`config.mk`:
```
export PLATFORM = sky130hd
export DESIGN_NAME = multi_dataflow_job_sched
export DESIGN_NICKNAME = d
export VERILOG_FILES = /design/src/rtl/multi_dataflow_job_sched.sv
export SDC_FILE = /design/constraint.sdc
export NUM_CORES = 1
export LEC_CHECK = 0
export CORE_MARGIN = 2
export CORE_UTILIZATION = 45
export CTS_CLUSTER_DIAMETER = 40
export DETAILED_ROUTE_END_ITERATION = 8
export DONT_BUFFER_PORTS = 1
export PLACE_DENSITY = 0.68
export SETUP_SLACK_MARGIN = 0.5
export SYNTH_ARGS = -nofsm -noshare
export SYNTH_HDL_FRONTEND = slang
export SYNTH_SLANG_ARGS = --single-unit
```
`constraint.sdc`:
```
create_clock -name clk_i -period 3.2 [get_ports clk_i]
set_input_delay 0.32 -clock clk_i [delete_from_list [all_inputs] [get_ports clk_i]]
set_output_delay 0.32 -clock clk_i [all_outputs]
set_load 0.02 [all_outputs]
```
`src/rtl/multi_dataflow_job_sched.sv`:
```
// Round-robin job scheduler sharing one multi_dataflow HWPE between N_CORES cores,
// with a per-job watchdog that aborts and clears the accelerator on timeout.
module multi_dataflow_job_sched #(
  parameter int N_CORES   = 2,
  parameter int TIMEOUT_W = 16,
  parameter int OWNER_W   = (N_CORES > 1) ? $clog2(N_CORES) : 1
) (
  input  logic                 clk_i,
  input  logic                 rst_i,
  input  logic [N_CORES-1:0]   req_i,
  output logic [N_CORES-1:0]   gnt_o,
  output logic [OWNER_W-1:0]   owner_o,
  output logic                 busy_o,
  output logic                 trigger_o,
  input  logic                 done_i,
  input  logic [TIMEOUT_W-1:0] timeout_i,
  output logic [N_CORES-1:0]   evt_o,
  output logic [N_CORES-1:0]   err_o,
  output logic                 clear_o
);

  typedef enum logic [2:0] {
    ST_IDLE  = 3'd0,
    ST_GRANT = 3'd1,
    ST_START = 3'd2,
    ST_RUN   = 3'd3,
    ST_DONE  = 3'd4,
    ST_ABORT = 3'd5
  } state_t;

  localparam logic [OWNER_W-1:0]   LAST_INIT = OWNER_W'(N_CORES - 1);
  localparam logic [TIMEOUT_W-1:0] CNT_MAX   = {TIMEOUT_W{1'b1}};

  state_t               state_q;
  logic [OWNER_W-1:0]   owner_q;
  logic [OWNER_W-1:0]   last_owner_q;
  logic [TIMEOUT_W-1:0] cnt_q;
  logic [TIMEOUT_W-1:0] limit_q;
  logic [N_CORES-1:0]   gnt_q;
  logic [N_CORES-1:0]   evt_q;
  logic [N_CORES-1:0]   err_q;
  logic                 busy_q;
  logic                 trigger_q;
  logic                 clear_q;

  logic                 win_valid_s;
  logic [OWNER_W-1:0]   win_idx_s;
  logic [OWNER_W-1:0]   cand_s;

  function automatic logic [N_CORES-1:0] onehot(input logic [OWNER_W-1:0] idx);
    logic [N_CORES-1:0] v;
    v      = '0;
    v[idx] = 1'b1;
    return v;
  endfunction

  // Round-robin winner: first requester after the last owner, with wrap.
  always_comb begin
    win_valid_s = 1'b0;
    win_idx_s   = '0;
    cand_s      = '0;
    for (int i = 1; i <= N_CORES; i++) begin
      cand_s = OWNER_W'((int'(last_owner_q) + i) % N_CORES);
      if (!win_valid_s && req_i[cand_s]) begin
        win_valid_s = 1'b1;
        win_idx_s   = cand_s;
      end else begin
        win_valid_s = win_valid_s;
      end
    end
  end

  // Scheduler FSM; pulse outputs are registered alongside the state they decode.
  always_ff @(posedge clk_i or posedge rst_i) begin
    if (rst_i) begin
      state_q      <= ST_IDLE;
      owner_q      <= '0;
      last_owner_q <= LAST_INIT;
      cnt_q        <= '0;
      limit_q      <= '0;
      gnt_q        <= '0;
      evt_q        <= '0;
      err_q        <= '0;
      busy_q       <= 1'b0;
      trigger_q    <= 1'b0;
      clear_q      <= 1'b0;
    end else begin
      gnt_q     <= '0;
      evt_q     <= '0;
      err_q     <= '0;
      trigger_q <= 1'b0;
      clear_q   <= 1'b0;
      case (state_q)
        ST_IDLE: begin
          if (win_valid_s) begin
            owner_q      <= win_idx_s;
            last_owner_q <= win_idx_s;
            gnt_q        <= onehot(win_idx_s);
            busy_q       <= 1'b1;
            state_q      <= ST_GRANT;
          end else begin
            busy_q  <= 1'b0;
            state_q <= ST_IDLE;
          end
        end
        ST_GRANT: begin
          limit_q   <= timeout_i;
          trigger_q <= 1'b1;
          state_q   <= ST_START;
        end
        ST_START: begin
          cnt_q   <= '0;
          state_q <= ST_RUN;
        end
        ST_RUN: begin
          // done has priority over a watchdog expiry in the same cycle
          if (done_i) begin
            evt_q   <= onehot(owner_q);
            state_q <= ST_DONE;
          end else if ((limit_q != '0) && (cnt_q == (limit_q - TIMEOUT_W'(1)))) begin
            err_q   <= onehot(owner_q);
            clear_q <= 1'b1;
            state_q <= ST_ABORT;
          end else begin
            if (cnt_q != CNT_MAX) begin
              cnt_q <= cnt_q + TIMEOUT_W'(1);
            end else begin
              cnt_q <= cnt_q;
            end
            state_q <= ST_RUN;
          end
        end
        ST_DONE, ST_ABORT: begin
          busy_q  <= 1'b0;
          state_q <= ST_IDLE;
        end
        default: begin
          busy_q  <= 1'b0;
          state_q <= ST_IDLE;
        end
      endcase
    end
  end

  assign gnt_o     = gnt_q;
  assign owner_o   = owner_q;
  assign busy_o    = busy_q;
  assign trigger_o = trigger_q;
  assign evt_o     = evt_q;
  assign err_o     = err_q;
  assign clear_o   = clear_q;

endmodule

```
==> impl_metrics.tcl <==
set metrics [dict create \
    p_sw_mw 1.09 \
    die-area_mm2 0.00664 \
    final_cells 361 \
    cts.sinks 46 \
    drt_iter0_markers 100 \
    syn_inst 277 \
    cp.required_ns 3.39 \
    power_frac_comb_pct 42.8 \
    crit_start "limit_q[7]$_DFFE_PP0P_" \
    maxCapViolCount 0 \
    yosys_warnings 0 \
    drtPass1Iterations 4 \
    fin_crit_sh_pct 81.5 \
    rsz0062_at_grt "true" \
    tritoncts "yes" \
    endpoint "cnt_q[0]$_DFFE_PP0P_" \
    vias 2118 \
    min_path_type "in2async" \
    tightest_slew_ns 0.940 \
    ant_nets 0 \
    htree_levels 2 \
    r2r_end "cnt_q[0]$_DFFE_PP0P_" \
    grt_max_degree 47 \
    status "finished clean" \
    vias_per_cell 5.87 \
    async_flop_share_pct 100 \
    clkPwrFrac_pct 16.6 \
    path_max_fanout 10 \
    antenna_found_initial 0 \
    clkLatencyLatePin_ns 0.30 \
    finalSetupTns_ns 0 \
    grt_pass1_wl_um 9170 \
    power_density_mw_per_mm2 871 \
    path_class "reg2reg" \
    slew_headroom_pct 37.3 \
    remaining_drc_errors 0 \
    holdBufCountCts 0 \
    yosysUniqueCellTypes 59 \
    placedCellCount 344 \
    rr_startpoint "limit_q[7]$_DFFE_PP0P_" \
    skew_ns 0.00562 \
    drive_gt1_share_pct 22.4 \
    synth_edf_count 0 \
    syn2layout_area_growth_pct 9.82 \
    pin_count 31 \
    syn-num-nets 301 \
    drt-wirelength-per-cell_um 15.8 \
    grt_pass1_vias 1939 \
    worstSetupStartpointType "flop" \
    clock-root-buffer "clkbuf_8" \
    globalRouteTotalUtil_pct 18.1 \
    wirelength_um 5700 \
    final-hold-violation-count 0 \
    grt-ovfl-total 0 \
    swShare_pct 42.1 \
    p_int_mw 1.50 \
    std_cell_rows 28 \
    drv_slew 0 \
    arrival_ns 2.80 \
    ys_seq_area_share_pct 42.7 \
    rrSetupSlack_ns 0.59 \
    max_freq_mhz 383 \
    initial_core_util_pct 46.2 \
    nNetsFinal 309 \
    p_leak_nw 1.23 \
    regArea_mm2 0.00115 \
    multi_input_area_mm2 0.00147 \
    core_mm2 0.00585 \
    syn_area_mm2 0.00270 \
    portBuffers 0 \
    fin_crit_ns 2.61 \
    numCtsBuffers 5 \
    ir_drop_v 0.000440 \
    r2r_cells 8 \
    fp.dieH_um 81.5 \
    diodes 0 \
    dp_hpwl_um 4030 \
    num-fill-cells 536 \
    syn_avg_cell_area_um2 9.75 \
    endpoint_kind "flop" \
    seq_power_share_pct 40.6 \
    setup_violations 0 \
    die_w_um 81.5 \
    ys.flop_type "dfrtp_1" \
    power_mw 2.58 \
    clockBufferDepth 2 \
    gp_congestion 0.859 \
    clk_pin_slew_ns 0.09 \
    ys_seq_elements 46 \
]
==> critical path, cell delays in order, from the launching register on <==
cell	delay, ns
dfrtp_1	0.46
nor4_4	0.28
buf_4	0.20
nand4_1	0.11
or3_1	0.37
a211oi_2	0.31
a41oi_2	0.23
nand2_1	0.18
mux2_2	0.34
==> flip-flops by register name, summed over array words and instances, names as in the netlist <==
register and cells:
cnt_q 16, limit_q 16, state_q 3, err_o 2
evt_o 2, gnt_o 2, busy_o 1, clear_o 1
last_owner_q 1, owner_o 1, trigger_o 1
==> cell usage in the layout, fill, tap and decap left out, types with 3 or more instances in the layout <==
cell | netlist | final
dfrtp_1 | 45 | 43
nand2_1 | 26 | 26
nor2_1 | 22 | 22
a21oi_1 | 16 | 16
xnor2_1 | 13 | 13
nor3_1 | 15 | 13
mux2_2 | 13 | 13
o21ai_0 | 11 | 11
nand3_1 | 9 | 9
xor2_1 | 9 | 9
inv_1 | 11 | 9
buf_4 | 1 | 9
nand4_1 | 8 | 8
a31o_2 | 6 | 6
clkbuf_8 | 2 | 5
and3_1 | 4 | 4
nor3_2 | 2 | 4
nor4_1 | 5 | 4
nand4b_1 | 3 | 3
nand2b_1 | 3 | 3
o211ai_1 | 3 | 3
==> logic make-up (layout without fill, tap and decap cells) <==
group	after synthesis	after routing	share of synthesized area, %
AOI/OAI and AO/OA	56	56	14.9
DFF	46	46	42.7
adders and majority gates	3	3	1.39
muxes	14	14	5.79
buffers and inverters	22	31	4.77
xor gates and xnor gates	22	22	7.14
and+or+nand+nor	114	114	23.4
==> how the worst min path moves through the flow <==
| stage | end | slack (ns) | depth (start not counted) |
|---|---|---|---|
| 4_1_cts | gnt_o[1]$_DFF_PP0_ | 0.1 | 1 |
| 3_3_place_gp | gnt_o[1]$_DFF_PP0_ | 0.41 | 1 |
| 6_report | limit_q[1]$_DFFE_PP0P_ | 0.10 | 1 |
| 5_1_grt | gnt_o[1]$_DFF_PP0_ | 0.11 | 1 |
| 2_1_floorplan | gnt_o[1]$_DFF_PP0_ | 0.41 | 1 |
| 3_5_place_dp | gnt_o[1]$_DFF_PP0_ | 0.42 | 1 |
==> power by group through the flow <==
stage | logic [mW] | registers [mW] | clock network, mW
2_1_floorplan | 0.925 | 0.942 | 0
4_1_cts | 1.04 | 1.04 | 0.434
3_5_place_dp | 0.985 | 1.06 | 0
5_1_grt | 1.23 | 1.08 | 0.456
6_report | 1.11 | 1.05 | 0.430
3_3_place_gp | 0.959 | 1.05 | 0
==> through the flow <==
stage | hold slack [ns] | instance area (um2) | worst slack [ns] | util, %
4_1_cts | 0.0986 | 2890 | 0.521 | 49.3
6_report | 0.102 | 2970 | 0.592 | 50.7
2_1_floorplan | 0.409 | 2700 | 0.580 | -
3_3_place_gp | 0.412 | 2730 | 0.536 | 46.7
3_5_place_dp | 0.417 | 2730 | 0.439 | 46.7
5_1_grt | 0.107 | 2970 | 0.468 | 50.7
==> layer usage <==
layer | up-vias | global-route usage (%) | part of all wire (%)
met4 | 0 | 5.93 | 1.4
met5 | - | 0 | 0
met3 | 7 | 3.52 | 3.8
li1 | 1020 | - | -
met1 | 1036 | 23.6 | 47
met2 | 55 | 30.2 | 48
==> repair_timing <==
item,in CTS,in global routing
pin swaps,1,4
gates cloned,0,2
setup buffers,3,4
hold endpoints to repair,0,0
resized for setup,5,12
endpoints found under the setup margin,11,20
==> cell usage after synthesis, types with 4 or more instances <==
library cell | count | area share, %
dfrtp_1 | 45 | 42
nand2_1 | 26 | 3.6
nor2_1 | 22 | 3.1
a21oi_1 | 16 | 3.0
nor3_1 | 15 | 2.8
mux2_2 | 13 | 5.4
xnor2_1 | 13 | 4.2
inv_1 | 11 | 1.5
o21ai_0 | 11 | 2.0
nand3_1 | 9 | 1.7
xor2_1 | 9 | 2.9
nand4_1 | 8 | 1.9
a31o_2 | 6 | 1.9
nor4_1 | 5 | 1.2
and3_1 | 4 | 0.93
clkbuf_1 | 4 | 0.56
==> area by class of cell <==
cell class / instances / share of cell area (%)
clock inverter: 1 / 1.01
clock buffer: 7 / 2.57
inverter: 11 / 1.39
multi-input combinational: 209 / 49.7
sequential: 46 / 38.9
tap: 75 / 3.16
timing repair buffer: 12 / 3.21
No activity file was read; power rests on OpenSTA's default activity.
==> patch, RTL diff (same flow settings) <==
Reset style: synchronous (`rst_i`), changed in one clocked block.
--- a/src/rtl/multi_dataflow_job_sched.sv
+++ b/src/rtl/multi_dataflow_job_sched.sv
@@ -72,5 +72,5 @@
 
   // Scheduler FSM; pulse outputs are registered alongside the state they decode.
-  always_ff @(posedge clk_i or posedge rst_i) begin
+  always_ff @(posedge clk_i) begin
     if (rst_i) begin
       state_q      <= ST_IDLE;
Check against the original RTL: differs if rst_i is asserted again (counterexample within 4 cycles, from zero or initial values and one cycle with rst_i high); with rst_i held inactive, the same outputs for 10 cycles.
==> patch against the unedited design <==
- global-route usage rose by 1.3 points
- critical path depth did not move
- final area fell by 8.0%
- utilization fell by 0.53 points
- count of clock-buffer cells in the layout fell by 2
- sequential cell count did not move
- wire length fell by 3.9%
- worst setup slack improved by 31 ps
- synthesized cell count rose by 16%
- synthesized area fell by 7.6%
- sequential share of layout area fell by 4.7 points
- critical path type unchanged
Power is not compared: it rests on default switching activity, and its combinational part moved more than twofold at a synthesized area within 25%.
==> patch: results (changes against the unedited design) <==
[logic_synthesis]
ys_seq_area_frac = 0.3693  ; -0.05749
synth.distinct_cells = 50  ; -15%
synthTopCellsByArea = dfxtp_1, nand2_1, a21oi_1
yosys.area.top_type = dfxtp_1
synth_common_cells = nand2_1, dfxtp_1, a21oi_1

[drt]
viasPerCell = 5.764  ; -1.8%
drtIter0Drc = 158  ; +58%
wl_met1_um = 2619  ; -1.4%
post_drt_wl_per_cell_um = 14.21  ; -10%
wl_met2_um = 2555  ; -7.0%

[global_route]
grt_use_met2 = 0.3138  ; +0.01215
grt_pass1_wl_um = 9556  ; +4.2%
met3_usage = 0.04138  ; +0.006214
grt_pass1_vias = 2092  ; +7.9%
track_usage = 0.1936  ; +0.01277

[run_status]
status = completed

[placement]
dpl_worst_slack_ps = 463.4  ; +24.15 ps
dp_hpwl_um = 3952  ; -1.9%
placed_area_um2 = 2502  ; -8.5%
dp.cells = 375  ; +9.0%

[clock_network]
clk_latency_ps = 320  ; +20 ps

[worst_setup_path]
r2r-end = cnt_q[5]$_SDFFE_PP0P_
worstSetupEndpoint = cnt_q[5]$_SDFFE_PP0P_
slowest_delay_ps = 530  ; +70 ps

[final_layout]
fillers = 534  ; -0.37%
layout.cells.non_filler = 386  ; +6.9%
stdcell_area_um2 = 2728  ; -8.0%
drive_gt1_frac = 0.1051  ; -0.1187
buffers = 6  ; -6
multi_input_area_um2 = 1508  ; +2.3%

[power_and_ir_drop]
power_w = 0.001363

==> patch: worst register-to-register path: stages (launching register included) <==
cell and delay (ps):
dfxtp_4 350, or4_4 530, and4bb_2 350, o21ai_1 80, o2111ai_2 290, nor2_2 100
buf_12 160, or4_1 500, a21oi_1 150
==> patch: timing repair <==
action | 4_1_cts | 5_1_grt
gates cloned | 0 | 1
gates resized for setup | 1 | 21
buffers inserted | 1 | 1
endpoints found under the setup margin | 7 | 21
pin swaps | 1 | 3
==> patch: kinds of logic (layout without fill, tap and decap cells) <==
| logic type | count (synthesis) | in the layout | share of synthesized area |
|---|---|---|---|
| buf+inv | 27 | 20 | 0.05067 |
| flops | 46 | 46 | 0.3693 |
| mux | 1 | 1 | 0.004014 |
| xor+xnor | 24 | 24 | 0.08429 |
| compound gates | 73 | 73 | 0.1781 |
| fa+ha+maj | 2 | 2 | 0.01003 |
| simple gates | 148 | 148 | 0.3036 |
